File: src/rtl/sent_tx_pkg.sv
// Shared definitions for the SENT transmitter CRC engine: mode and done
// encodings, CRC polynomials and seeds, message sizing helpers and FSM states.
package sent_tx_pkg;

  // enable_crc_gen mode encodings
  localparam logic [2:0] MODE_FC6  = 3'b001;  // 6 nibbles, CRC4
  localparam logic [2:0] MODE_FC4  = 3'b010;  // 4 nibbles, CRC4
  localparam logic [2:0] MODE_FC3  = 3'b011;  // 3 nibbles, CRC4
  localparam logic [2:0] MODE_SER3 = 3'b100;  // 3 nibbles, CRC4 (serial)
  localparam logic [2:0] MODE_ESM  = 3'b101;  // 24 bits, CRC6

  // crc_gen_done codes
  localparam logic [1:0] DONE_NONE = 2'b00;
  localparam logic [1:0] DONE_FC   = 2'b01;
  localparam logic [1:0] DONE_SER  = 2'b10;
  localparam logic [1:0] DONE_ESM  = 2'b11;

  // Polynomial low bits (implicit leading one) and seeds
  localparam logic [3:0] CRC4_POLY = 4'b1101;    // x^4+x^3+x^2+1
  localparam logic [3:0] CRC4_SEED = 4'b0101;
  localparam logic [5:0] CRC6_POLY = 6'b011001;  // x^6+x^4+x^3+1
  localparam logic [5:0] CRC6_SEED = 6'b010101;

  // Longest message (24 data bits plus 6 augmentation zeros)
  localparam int MSG_W = 30;

  typedef enum logic [1:0] {
    IDLE  = 2'd0,
    SHIFT = 2'd1,
    DONE  = 2'd2
  } state_e;

  function automatic logic mode_is_legal(input logic [2:0] mode);
    return (mode == MODE_FC6) || (mode == MODE_FC4) || (mode == MODE_FC3) ||
           (mode == MODE_SER3) || (mode == MODE_ESM);
  endfunction

  // Number of data bits N carried by a mode
  function automatic logic [5:0] mode_data_bits(input logic [2:0] mode);
    case (mode)
      MODE_FC6, MODE_ESM: return 6'd24;
      MODE_FC4:           return 6'd16;
      default:            return 6'd12;
    endcase
  endfunction

  function automatic logic [1:0] mode_done_code(input logic [2:0] mode);
    case (mode)
      MODE_SER3: return DONE_SER;
      MODE_ESM:  return DONE_ESM;
      default:   return DONE_FC;
    endcase
  endfunction

endpackage

File: src/rtl/sent_tx_crc_step.sv
// Combinational CRC advance: clocks up to MAX_BITS message bits (MSB first)
// through a 4-bit or 6-bit CRC register in one evaluation.
module sent_tx_crc_step
  import sent_tx_pkg::*;
#(
  parameter int MAX_BITS = 4
) (
  input  logic [5:0]          r_i,
  input  logic [MAX_BITS-1:0] bits_i,
  input  logic [2:0]          cnt_i,
  input  logic                crc6_i,
  output logic [5:0]          r_o
);

  // Unrolled bit-serial division; bits beyond cnt_i leave the register alone
  always_comb begin
    r_o = r_i;
    for (int i = 0; i < MAX_BITS; i++) begin
      if (3'(i) < cnt_i) begin
        if (crc6_i) begin
          r_o = {r_o[4:0], bits_i[MAX_BITS-1-i]} ^ (r_o[5] ? CRC6_POLY : 6'd0);
        end else begin
          r_o = {2'b00, r_o[2:0], bits_i[MAX_BITS-1-i]} ^
                (r_o[3] ? {2'b00, CRC4_POLY} : 6'd0);
        end
      end
    end
  end

endmodule

File: src/rtl/sent_tx_crc_engine.sv
// SENT TX CRC engine: fast-channel CRC4 and enhanced-serial CRC6, computed
// BITS_PER_CYCLE bits per clock with a start/busy/done handshake.
// Optional build macro SENT_CRC_LEGACY_EN selects the non-augmented legacy
// CRC4 algorithm; CRC6 is unaffected.
module sent_tx_crc_engine
  import sent_tx_pkg::*;
#(
  parameter int MAX_DATA_BITS  = 24,
  parameter int BITS_PER_CYCLE = 1
) (
  input  logic                     clk_tx,
  input  logic                     reset_tx,
  input  logic                     start_crc,
  input  logic [2:0]               enable_crc_gen,
  input  logic [MAX_DATA_BITS-1:0] data_gen_crc,
  output logic                     busy,
  output logic [5:0]               crc_gen,
  output logic [1:0]               crc_gen_done
);

  localparam logic [5:0] BPC_W = 6'(BITS_PER_CYCLE);
  localparam logic [2:0] BPC_N = 3'(BITS_PER_CYCLE);

  state_e           state_q, state_d;
  logic             crc6_q, crc6_d;
  logic [1:0]       code_q, code_d;
  logic [MSG_W-1:0] msg_q, msg_d;
  logic [5:0]       rem_q, rem_d;
  logic [5:0]       r_q, r_d;
  logic             busy_q, busy_d;
  logic [5:0]       crc_q, crc_d;
  logic [1:0]       done_q, done_d;

  logic [2:0]       step_cnt;
  logic [5:0]       step_r;
  logic             start_crc6;
  logic [5:0]       start_len;
  logic [MSG_W-1:0] start_msg;

  // Bits consumed this cycle: a full group, or whatever is left
  always_comb begin
    if (rem_q < BPC_W) step_cnt = rem_q[2:0];
    else               step_cnt = BPC_N;
  end

  sent_tx_crc_step #(.MAX_BITS(4)) u_step (
    .r_i    (r_q),
    .bits_i (msg_q[MSG_W-1 -: 4]),
    .cnt_i  (step_cnt),
    .crc6_i (crc6_q),
    .r_o    (step_r)
  );

  // Request decode: CRC width, total bit count and left-aligned message
  always_comb begin
    start_crc6 = (enable_crc_gen == MODE_ESM);
`ifdef SENT_CRC_LEGACY_EN
    start_len = mode_data_bits(enable_crc_gen) + (start_crc6 ? 6'd6 : 6'd0);
`else
    start_len = mode_data_bits(enable_crc_gen) + (start_crc6 ? 6'd6 : 6'd4);
`endif
    // Trailing zeros double as the augmentation bits
    case (enable_crc_gen)
      MODE_FC6, MODE_ESM: start_msg = {data_gen_crc[23:0], 6'd0};
      MODE_FC4:           start_msg = {data_gen_crc[15:0], 14'd0};
      default:            start_msg = {data_gen_crc[11:0], 18'd0};
    endcase
  end

  // Next-state and output logic for IDLE -> SHIFT -> DONE
  always_comb begin
    state_d = state_q;
    crc6_d  = crc6_q;
    code_d  = code_q;
    msg_d   = msg_q;
    rem_d   = rem_q;
    r_d     = r_q;
    busy_d  = busy_q;
    crc_d   = crc_q;
    done_d  = DONE_NONE;
    case (state_q)
      IDLE: begin
        if (start_crc && mode_is_legal(enable_crc_gen)) begin
          state_d = SHIFT;
          busy_d  = 1'b1;
          crc6_d  = start_crc6;
          code_d  = mode_done_code(enable_crc_gen);
          msg_d   = start_msg;
          rem_d   = start_len;
          r_d     = start_crc6 ? CRC6_SEED : {2'b00, CRC4_SEED};
        end
      end
      SHIFT: begin
        r_d   = step_r;
        msg_d = msg_q << BITS_PER_CYCLE;
        rem_d = rem_q - {3'b000, step_cnt};
        if (rem_d == 6'd0) state_d = DONE;
      end
      DONE: begin
        crc_d   = r_q;
        done_d  = code_q;
        busy_d  = 1'b0;
        state_d = IDLE;
      end
      default: state_d = IDLE;
    endcase
  end

  // State and datapath registers, cleared asynchronously by reset
  always_ff @(posedge clk_tx or negedge reset_tx) begin
    if (!reset_tx) begin
      state_q <= IDLE;
      crc6_q  <= 1'b0;
      code_q  <= DONE_NONE;
      msg_q   <= '0;
      rem_q   <= '0;
      r_q     <= '0;
      busy_q  <= 1'b0;
      crc_q   <= '0;
      done_q  <= DONE_NONE;
    end else begin
      state_q <= state_d;
      crc6_q  <= crc6_d;
      code_q  <= code_d;
      msg_q   <= msg_d;
      rem_q   <= rem_d;
      r_q     <= r_d;
      busy_q  <= busy_d;
      crc_q   <= crc_d;
      done_q  <= done_d;
    end
  end

  assign busy         = busy_q;
  assign crc_gen      = crc_q;
  assign crc_gen_done = done_q;

endmodule

File: config.mk
export PLATFORM = sky130hd
export DESIGN_NAME = sent_tx_crc_engine
export DESIGN_NICKNAME = d
export VERILOG_FILES = /design/src/rtl/sent_tx_pkg.sv /design/src/rtl/sent_tx_crc_step.sv /design/src/rtl/sent_tx_crc_engine.sv
export SDC_FILE = /design/constraint.sdc
export NUM_CORES = 1
export LEC_CHECK = 0
export CAP_MARGIN = 20
export CORE_MARGIN = 3
export CORE_UTILIZATION = 47
export DETAILED_ROUTE_END_ITERATION = 10
export PLACE_DENSITY = 0.75
export REMOVE_ABC_BUFFERS = 1
export SLEW_MARGIN = 20
export SYNTH_ARGS = -nofsm -noshare
export SYNTH_HDL_FRONTEND = slang
export SYNTH_SLANG_ARGS = --single-unit
export TNS_END_PERCENT = 30
File: constraint.sdc
create_clock -name clk_tx -period 4.55 [get_ports clk_tx]
set_clock_uncertainty 0.1 [all_clocks]
set_input_delay 0.6825 -clock clk_tx [delete_from_list [all_inputs] [get_ports clk_tx]]
set_output_delay 0.6825 -clock clk_tx [all_outputs]
set_load 0.02 [all_outputs]
[After elaboration in Yosys (flattened, before gate mapping)]
Cells that the tools add are included.
Widths: inputs -> output; s select.
Word-level totals
  register bits: 56
  logic and storage cells: 81
  output and inout bits: 9
Cells by class
  add/subtract/negate cells: 2
  bitwise gates (word level): 8
  equality and inequality tests: 9
  muxes and demuxes: 34
  magnitude comparators: 5
  reductions and logical operators: 14
Operators with widths (count)
  $pmux 30 s2: 2
  $mux 6: 10
  $mux 30: 1
  $mux 5: 5
  $pmux 6 s2: 2
  $xor 4x6->6: 4
  $xor 6x6->6: 4
  $mux 4: 4
  $pmux 5 s2: 1
  $mux 2: 4
  $pmux 2 s2: 2
  $reduce_and 2->1: 4
  $add 6x3->6: 1
  $eq 3x2->1 const B: 2
  $eq 3x3->1 const B: 2
  $logic_not 6->1: 1
  $lt 1x3->1 const A: 2
  $lt 2x3->1 const A: 2
  $lt 6x1->1 const B: 1
  $sub 6x3->6: 1
  $logic_or 1x1->1: 4
  $ne 2x2->1 const B: 2
  $reduce_bool 2->1: 2
  $eq 3x1->1 const B: 1
  other kinds (8): 8

[Logic depth before layout (Yosys ltp)]
Gate-level depths: netlist of run 1.
  depth after elaboration: 17
  depth in mapped cells: 7
  mapped depth without buffers: 6

[Modules after synthesis]
Synthesis of run 1 repeated with hierarchy kept, for this count alone.
Unflattened totals
  cell total of the unflattened synthesis: 401
  area, all modules: 3520.9 µm²
By module, submodules not included
  sent_tx_crc_engine: cells each 285, times used 1, seq. area each 1251.2 µm², area each 2746.4 µm²
  sent_tx_crc_step: cells each 116, times used 1, seq. area each 0.0 µm², area each 774.5 µm²

[Worst setup path after synthesis of run 1]
Ideal clock, no wire load.
  path type: input to register
  from: in enable_crc_gen[2]
  to: reg msg_q[16]
  arrival: 1827 ps
  cell stages on the path: 7
  buffers on the path: 3
  required time: 4325 ps
  slack: 2498 ps
  library setup time: 125 ps
  cells stage by stage: buf_2 or3_4 and3_1 buf_6 buf_6 nor3_1 nor3_1
On the way
  cells in the longest elaborated chain, start to end: 8
  elaborated cells on any way between the ends: 16
  classes of those cells: 6 x eq/ne; 3 x mux; 7 x reduce/logical
Ends and longest elaborated chain
  start: declaration: line sent_tx_crc_engine.sv:14  | input logic [2:0] enable_crc_gen,
  branches (longest 8 deep; another with $pmux 30 s2)
  end signal: assignment: line sent_tx_crc_engine.sv:125  | msg_q <= msg_d;
  end: declaration: line sent_tx_crc_engine.sv:27  | logic [MSG_W-1:0] msg_q, msg_d;
Several ways; the timed one is not identified. The select of a mux whose other input is x is not followed.
A chain may end at the register's enable or synchronous reset.

[Worst setup path in the final report of run 1]
  from: in enable_crc_gen[0]
  to: reg msg_q[19]
Same word-level chain as after synthesis.

==> out/results.tsv, run 1 <==
stage	metric	value	unit
worst_setup_path	start_kind	input pin	
drt	vias	2202	
timing	slew_headroom	0.3951	
global_routing	overflow	0	
drt	drt-total-wl	5979	microns
clock_network	cts_buffers	5	
layout	fillers	518	
timing	rsz0062_at_grt	false	
synth	synth-seq-area-share	0.4606	
synth	syn_area	0.002716	sq mm
synth	synth_top_cell_by_area	dfrtp_1	
synth	async_flop_share	1.000	
worst_setup_path	path_class	input pin to flop	
global_routing	track_usage	0.1927	
synth	ys_seq_elements	50	
clock_network	clockRootBuffer	clkbuf_8	
synth	synth_area_per_cell	9.771	sq um
synth	synthTopCellsByArea	dfrtp_1 (46%), mux2_2 (7.5%), o21ai_0 (4.6%)	
die	start_util	0.4903	
synth	yosysTopAreaCellShare	0.4606	
synth	yosysMostFrequentCell	dfrtp_1	
clock_network	postCtsHoldBufs	0	
hold_path	hp-class	input pin to asynchronous set/reset pin	
clock_network	clock_latency	0.30	ns
timing	fin_crit	2.879	ns
die	die_area	0.006727	sq mm
drt	wl_per_cell	15.78	microns
synth	postSynthCellCount	278	
placement	dp_hpwl	4297	microns
worst_setup_path	r2r_start	state_q[0]	
worst_setup_path	r2r-end	rem_q[1]	
die	die_h	82.02	microns
layout	nets	337	
power	leakagePower	1.391	nW
clock_network	clk_pin_slew	0.09	ns
placement	dpl-instance-area	0.003092	sq mm
placement	io_buffers	38	
clock_network	post_cts_buffers	0	
synth	synthFlopType	dfrtp_1	
clock_network	cts-htree-levels	2	
global_routing	grt_pass1_wl	9846	microns
worst_setup_path	cp_data_required_time	4.60	ns
layout	drive_gt1_frac	0.1368	
placement	gp_congestion	0.8136	
drt	drtIter0Drc	136	
timing	tightest_slew	0.9046	ns
drt	firstDrtPassIters	4	
timing	hold_viol	0	
timing	drv_slew	0	
timing	setup_tns	0	ns
timing	setup_viol	0	
die	core_area	0.005540	sq mm
worst_setup_path	cp.arrival	2.93	ns
global_routing	antenna_found_initial	0	
global_routing	grt_pass1_vias	2071	
drt	ant_nets	0	
power	peakVddDrop	0.0002037	V
worst_setup_path	cp-end-kind	flop	
worst_setup_path	rr_worst_depth	4	
drt	vias_per_cell	5.810	
synth	yosys_warnings	0	
layout	final-seq-area	0.001251	sq mm
layout	areaGrowthSynthToFinish	17.41	%
timing	fmax	0.3474	GHz
die	placementRows	27	
worst_setup_path	crit_fanout	30	
worst_setup_path	reg2reg_slack	2.55	ns
timing	period_share	0.6327	
global_routing	grt_max_degree	51	
layout	n_antenna_cell	0	
power	p_per_area	537.5	mW/mm^2
die	ios	39	
outcome	outcome	finished clean	
synth	synth_commonest_cells	dfrtp_1 (50), nand2_1 (32), o21ai_0 (25)	
clock_network	cts_tree	yes	
layout	design_area	0.003189	sq mm
drt	drc	0	
synth	ys_types	51	
job	cap_violations	0	
layout	multiInputGateArea	0.001341	sq mm
clock_network	cts_num_sinks	50	
clock_network	clockBufferDepth	2	
die	die_w	82.02	microns
clock_network	cts_resized	0	
synth	synth_edf_count	0	
flip-flops by register name, indices dropped and copies added, names as in the netlist:
register	count
crc_gen	6
busy	1
state_q	2
crc_gen_done	2
crc6_q	1
msg_q	24
r_q	6
rem_q	6
code_q	2
where the power goes:
group | leakage (nW) | switching, mW | internal (mW)
combinational | 0.723 | 0.369 | 0.324
clock | 0.0472 | 0.144 | 0.122
sequential | 0.620 | 0.132 | 0.623
total | 1.39 | 0.645 | 1.07
worst max path at each step:
stage,slack [ns],to,cells after the start,startpoint
floorplan,2.63,r_q[3],4,start_crc
global placement,1.43,msg_q[6],4,enable_crc_gen[0]
detailed placement,1.37,msg_q[19],4,enable_crc_gen[0]
CTS,1.68,msg_q[19],4,enable_crc_gen[0]
global route,1.49,msg_q[19],4,enable_crc_gen[0]
finish,1.67,msg_q[19],4,enable_crc_gen[0]
stage by stage:
step	util	setup slack [ns]	cells	hold slack, ns	total power [mW]
after detailed placement	0.5580	1.374	371	0.3740	1.456
final	0.5757	1.671	379	0.2932	1.714
after floorplan	-	2.632	260	0.2869	1.234
after CTS	0.5752	1.684	379	0.3957	1.722
after global routing	0.5757	1.493	379	0.3285	1.850
after global placement	0.5580	1.430	371	0.3718	1.427
cell usage in the layout (no fill, tap or decap), drive strengths merged, types with 2 or more instances in the layout:
cell type      synthesis  layout
dfrtp                 50      50
clkdlybuf4s50          0      37
nand2                 32      32
o21ai                 27      27
mux2                  18      18
a21oi                 17      17
a22oi                 13      13
nor2                  13      13
nand3                 12      12
mux2i                 12      12
nor3                  10      10
inv                    7       7
o22ai                  6       6
clkbuf                 7       6
a211oi                 4       4
nand2b                 3       3
a22o                   3       3
nor3b                  2       2
nor2b                  2       2
xor2                   2       2
xnor2                  2       2
nand3b                 2       2
buf                   11       2
or3                    2       2
a31oi                  2       2
o31a                   2       2
layout make-up:
type	instances	area share
multi-input cells	203	0.4206
well taps	72	0.02825
clock inverters	2	0.003923
clock buffers	6	0.02589
flip-flops and latches	50	0.3923
inverters	7	0.008239
repair buffers	39	0.1208
critical path, stage by stage:
cell             delay, ns
clkdlybuf4s50_1       0.88
or3_4                 0.62
nand3_1               0.54
o21ai_0               0.20
layer usage:
layer  track usage  wire length (microns)
met1        0.2394                   2633
met2        0.3247                   2917
met3       0.04496                    336
met4       0.07143                     91
met5             0                      0
logic make-up after synthesis:
logic type                 Yosys count  share of synthesized area
DFF                                 50                     0.4606
and+or+nand+nor                     85                     0.1598
muxes                               30                     0.1188
adders and majority gates            1                   0.004605
xor gates and xnor gates             4                    0.01290
buffers and inverters               25                    0.04561
AOI/OAI and AO/OA                   83                     0.1976
(Power assumes the default switching activity.)
==> run 2, diff against run 1 <==
Clock period 4.55 ns to 2.8 ns, I/O delays scaled along.
==> run 2 against run 1 <==
- die area stayed put
- cell count is 2.4% higher
- critical path depth is 1 higher
- combinational power is 68% higher
- via count is 0.14% lower
- critical endpoint is now r_q[3]
- total power is 62% higher
- highest routed layer unchanged
- non-clock buffer count is 10 higher
- first-iteration DRC count is 13% lower
- sequential cell count stayed put
==> out/results.tsv, run 2 (synthesis gave the netlist of run 1 again) <==
stage	metric	value	unit
worst_setup_path	worst_path_max_delay_cell	clkdlybuf4s50_1	
timing	drv_slew	0	
die	ios	39	
layout	nets	347	
global_routing	antenna_found_initial	0	
timing	period_share	0.7671	
job	cap_violations	0	
placement	dp_hpwl	4503	microns
drt	drtIter0Drc	119	
die	die_h	82.02	microns
worst_setup_path	cp_data_required_time	2.90	ns
clock_network	clk_pin_slew	0.09	ns
worst_setup_path	path_cells	clkdlybuf4s50_1, or3_4, and3_1, nor2_4, a22o_2	
drt	wl_per_cell	15.46	microns
layout	top_register	msg_q	
clock_network	cts_tree	yes	
timing	hold_viol	0	
global_routing	track_usage	0.1923	
layout	largest_reg_flops	24	
clock_network	clockRootBuffer	clkbuf_8	
worst_setup_path	rr_worst_depth	4	
die	core_area	0.005540	sq mm
timing	fin_crit	2.148	ns
die	placementRows	27	
global_routing	grt_pass1_wl	9963	microns
drt	vias_per_cell	5.668	
timing	fmax	0.4656	GHz
hold_path	hp-class	flop to flop	
global_routing	overflow	0	
worst_setup_path	r2r_start	state_q[1]	
hold_path	min_path_cells	2	
drt	vias	2199	
layout	drive_gt1_frac	0.1582	
clock_network	clockBufferDepth	2	
drt	ant_nets	0	
worst_setup_path	cp.arrival	2.25	ns
layout	final_common_cell	dfrtp_1	
die	die_w	82.02	microns
timing	setup_viol	0	
drt	firstDrtPassIters	6	
worst_setup_path	cp-end-kind	flop	
worst_setup_path	start_kind	input pin	
power	peakVddDrop	0.0003457	V
placement	gp_congestion	0.8149	
timing	tightest_slew	0.6630	ns
timing	rsz0062_at_grt	false	
placement	io_buffers	38	
worst_setup_path	critPathMaxStageDelay	0.66	ns
outcome	outcome	finished clean	
clock_network	clock_latency	0.30	ns
clock_network	cts_num_sinks	50	
drt	drt-total-wl	5999	microns
clock_network	cts-htree-levels	2	
drt	drc	0	
power	fin_total_pwr	2.784	mW
timing	slew_headroom	0.5580	
timing	setup_tns	0	ns
clock_network	cts_resized	0	
worst_setup_path	cp-startpoint	enable_crc_gen[1]	
layout	areaGrowthSynthToFinish	19.76	%
power	p_per_area	855.7	mW/mm^2
worst_setup_path	crit_fanout	14	
clock_network	cts_buffers	5	
layout	n_antenna_cell	0	
power	leakagePower	1.427	nW
worst_setup_path	path_class	input pin to flop	
die	start_util	0.4903	
layout	final_cell_mix	dfrtp_1 (50), clkdlybuf4s50_1 (37), nand2_1 (32), o21ai_0 (25), mux2_2 (18)	
die	die_area	0.006727	sq mm
global_routing	grt_pass1_vias	2066	
hold_path	min_from	busy	
global_routing	grt_max_degree	30	
==> run 2: layer usage <==
layer / share of wire / vias to the layer above / global-route usage
met4: 0.011 / 0 / 0.04485
met2: 0.47 / 78 / 0.3110
met3: 0.070 / 10 / 0.03399
met1: 0.45 / 1027 / 0.2681
li1: - / 1084 / -
met5: 0 / - / 0
==> run 2: worst paths after layout <==
path / end / slack, ns
max: r_q[3] / 0.65
min reg2reg: busy / 0.38
min in group asynchronous: crc_gen[1] / 0.50
max reg2reg: rem_q[3] / 0.83
min: busy / 0.38
max in group asynchronous: code_q[1] / 1.49
==> run 2: layout make-up <==
class	count	area [sq um]
Clock buffer	5	68.82
Clock inverter	2	15.01
Fill cell	501	2287
Inverter	7	26.28
Multi-Input combinational cell	203	1341
Sequential cell	50	1251
Tap cell	72	90.09
Timing Repair Buffer	49	460.4
==> run 2: timing repair <==
item	CTS	global route
hold endpoints to repair	19	0
buffers inserted	0	0
hold buffers	1	0
==> run 2: where the power goes <==
part           switching, mW  internal (mW)  leakage, nW  total [mW]
clock                  0.229          0.171       0.0362       0.400
combinational          0.609          0.547        0.770        1.16
sequential             0.215           1.01        0.620        1.23
total                   1.05           1.73         1.43        2.78
==> run 2: metrics by stage <==
step	area (sq um)	util	hold slack (ns)	std cells	worst slack, ns
after floorplan	2619	-	0.02441	260	1.052
after global placement	3159	0.5702	0.3017	380	0.4055
after detailed placement	3159	0.5702	0.3045	380	0.3589
after CTS	3253	0.5872	0.3894	388	0.6873
after global routing	3253	0.5872	0.4286	388	0.6253
final	3253	0.5872	0.3836	388	0.6522
==> run 2: worst max-delay path, delay by kind of cell <==
family          cells  cell delay (ns)
compound gates      1             0.28
simple gates        3             0.89
buf+inv             1             0.66
==> run 3, diff against run 2 <==
Clock period 2.8 ns to 2.2 ns, I/O delays scaled along.
==> run 3 against run 2 <==
- hold slack improved by 0.0044 ns
- non-clock buffer count rose by 5
- via count grew 2.1%
- critical path depth is 2 lower
- sequential cell count stayed put
- sequential power is 27% higher
- global-route usage rose by 0.46 points
- first-iteration DRC count fell by 5.9%
- wire length grew 1.9%
- combinational power increased by 29%
- total power grew 33%
- critical endpoint is now r_q[0]
- highest routed layer unchanged
==> out/results.tsv, run 3 (synthesis gave the netlist of run 1 again) <==
stage	metric	value	unit
clock_network	clock_latency	0.31	ns
power	p_per_area	1113	mW/mm^2
worst_setup_path	reg2reg_slack	0.35	ns
worst_setup_path	cp.arrival	1.93	ns
timing	tightest_slew	0.5076	ns
hold_path	min_from	busy	
worst_setup_path	path_cells	or4_4, o31ai_1, o21ai_0	
clock_network	cts_tree	yes	
global_routing	overflow	0	
power	peakVddDrop	0.0004549	V
worst_setup_path	rr_worst_depth	3	
placement	io_buffers	38	
clock_network	cts-htree-levels	2	
worst_setup_path	cp_data_required_time	2.28	ns
worst_setup_path	worst_path_max_delay_cell	or4_4	
drt	drc	0	
power	switching_share	0.3665	
placement	gp_congestion	0.8514	
timing	fmax	0.5391	GHz
layout	final_common_cell	dfrtp_1	
layout	drive_gt1_frac	0.1739	
clock_network	clk_pin_slew	0.09	ns
global_routing	antenna_found_initial	0	
die	ios	39	
worst_setup_path	critPathMaxStageDelay	0.57	ns
worst_setup_path	start_kind	flop	
power	p_clk_frac	0.177	
layout	areaGrowthSynthToFinish	22.66	%
drt	drtIter0Drc	112	
job	cap_violations	0	
clock_network	cts_buffers	5	
worst_setup_path	r2r-end	r_q[0]	
placement	dp_hpwl	4617	microns
power	p_int	2.349	mW
die	placementRows	27	
global_routing	grt_pass1_wl	10200	microns
timing	setup_tns	0	ns
power	leakagePower	1.478	nW
worst_setup_path	r2r_start	rem_q[3]	
layout	n_antenna_cell	0	
clock_network	cts_resized	0	
hold_path	min_path_cells	2	
global_routing	track_usage	0.1969	
power	p_comb_frac	0.403	
outcome	outcome	finished clean	
worst_setup_path	cp-startpoint	rem_q[3]	
timing	whs	0.3880	ns
clock_network	cts_num_sinks	50	
power	power.switching	1.359	mW
clock_network	clockBufferDepth	2	
hold_path	hold_path_end	busy	
placement	dpl-instance-area	0.003209	sq mm
die	die_w	82.02	microns
layout	nets	352	
drt	wl_per_cell	15.51	microns
worst_setup_path	cp-end-kind	flop	
timing	period_share	0.8432	
drt	ant_nets	0	
die	die_h	82.02	microns
drt	firstDrtPassIters	4	
layout	fillers	509	
timing	hold_viol	0	
timing	drv_slew	0	
timing	rsz0062_at_grt	false	
die	start_util	0.4903	
die	die_area	0.006727	sq mm
global_routing	grt_pass1_vias	2123	
timing	fin_crit	1.855	ns
clock_network	clockRootBuffer	clkbuf_8	
timing	slew_headroom	0.6587	
layout	top_register	msg_q	
die	core_area	0.005540	sq mm
global_routing	grt_max_degree	30	
power	fin_total_pwr	3.709	mW
hold_path	hp-class	flop to flop	
layout	final_cell_mix	dfrtp_1 (50), clkdlybuf4s50_1 (37), nand2_1 (32), o21ai_0 (25), mux2_2 (18)	
worst_setup_path	crit_fanout	6	
worst_setup_path	path_class	flop to flop	
layout	design_area	0.003332	sq mm
layout	largest_reg_flops	24	
power	seq_power_share	0.420	
timing	setup_viol	0	
drt	vias_per_cell	5.698	
drt	vias	2245	
drt	drt-total-wl	6112	microns
## run 3: cell count changes in the layout (fill, tap and decap cells not counted)
| cell | before | now |
|---|---|---|
| clkinvlp_4 | 2 | 0 |
| bufinv_16 | 0 | 1 |
| buf_4 | 10 | 14 |
| clkinv_2 | 0 | 1 |
| inv_6 | 0 | 1 |
| buf_12 | 0 | 1 |
## run 3: final cells by class
class / count / area, sq um / area share
clock inverters: 3 / 43.79 / 0.01314
well taps: 72 / 90.09 / 0.02704
inverters: 7 / 26.28 / 0.007886
multi-input cells: 203 / 1341 / 0.4026
flip-flops and latches: 50 / 1251 / 0.3755
repair buffers: 54 / 510.5 / 0.1532
clock buffers: 5 / 68.82 / 0.02065
## run 3: worst max-delay path by stage
stage | end | cells after the start
finish | r_q[0] | 3
global placement | msg_q[12] | 6
global route | rem_q[0] | 3
floorplan | r_q[5] | 3
detailed placement | msg_q[25] | 5
CTS | r_q[0] | 3
## run 3: power by group through the flow
| stage | registers [mW] | logic (mW) | clock network (mW) |
|---|---|---|---|
| after detailed placement | 1.57 | 1.50 | 0 |
| after global placement | 1.56 | 1.45 | 0 |
| after floorplan | 1.56 | 0.995 | 0 |
| after CTS | 1.56 | 1.50 | 0.674 |
| after global routing | 1.60 | 1.67 | 0.713 |
| final | 1.56 | 1.50 | 0.657 |
## run 3: repair_timing
action | in CTS | in global routing
endpoints found under the hold margin | 22 | 0
hold buffers | 1 | 0
buffers inserted | 0 | 0
## run 3: routing by layer
layer,global-route usage,vias to the layer above,wire (microns)
met5,0,-,0
met4,0.05150,0,73
met3,0.03947,9,256
met2,0.3288,52,2986
met1,0.2600,1082,2794
li1,-,1102,-
## run 3: worst max-delay path: cells and delay by family, from the launching register on
| kind | cells | cell delay [ns] |
|---|---|---|
| flops | 1 | 0.44 |
| simple gates | 1 | 0.57 |
| compound gates | 2 | 0.61 |
## run 3: stage by stage
| stage | utilization | worst slack [ns] | std cells |
|---|---|---|---|
| 6_report | 0.6014 | 0.3450 | 394 |
| 5_1_grt | 0.6014 | 0.2046 | 394 |
| 4_1_cts | 0.6014 | 0.3189 | 394 |
| 3_5_place_dp | 0.5793 | 0.09179 | 385 |
| 3_3_place_gp | 0.5793 | 0.1209 | 385 |
| 2_1_floorplan | - | 0.4515 | 260 |
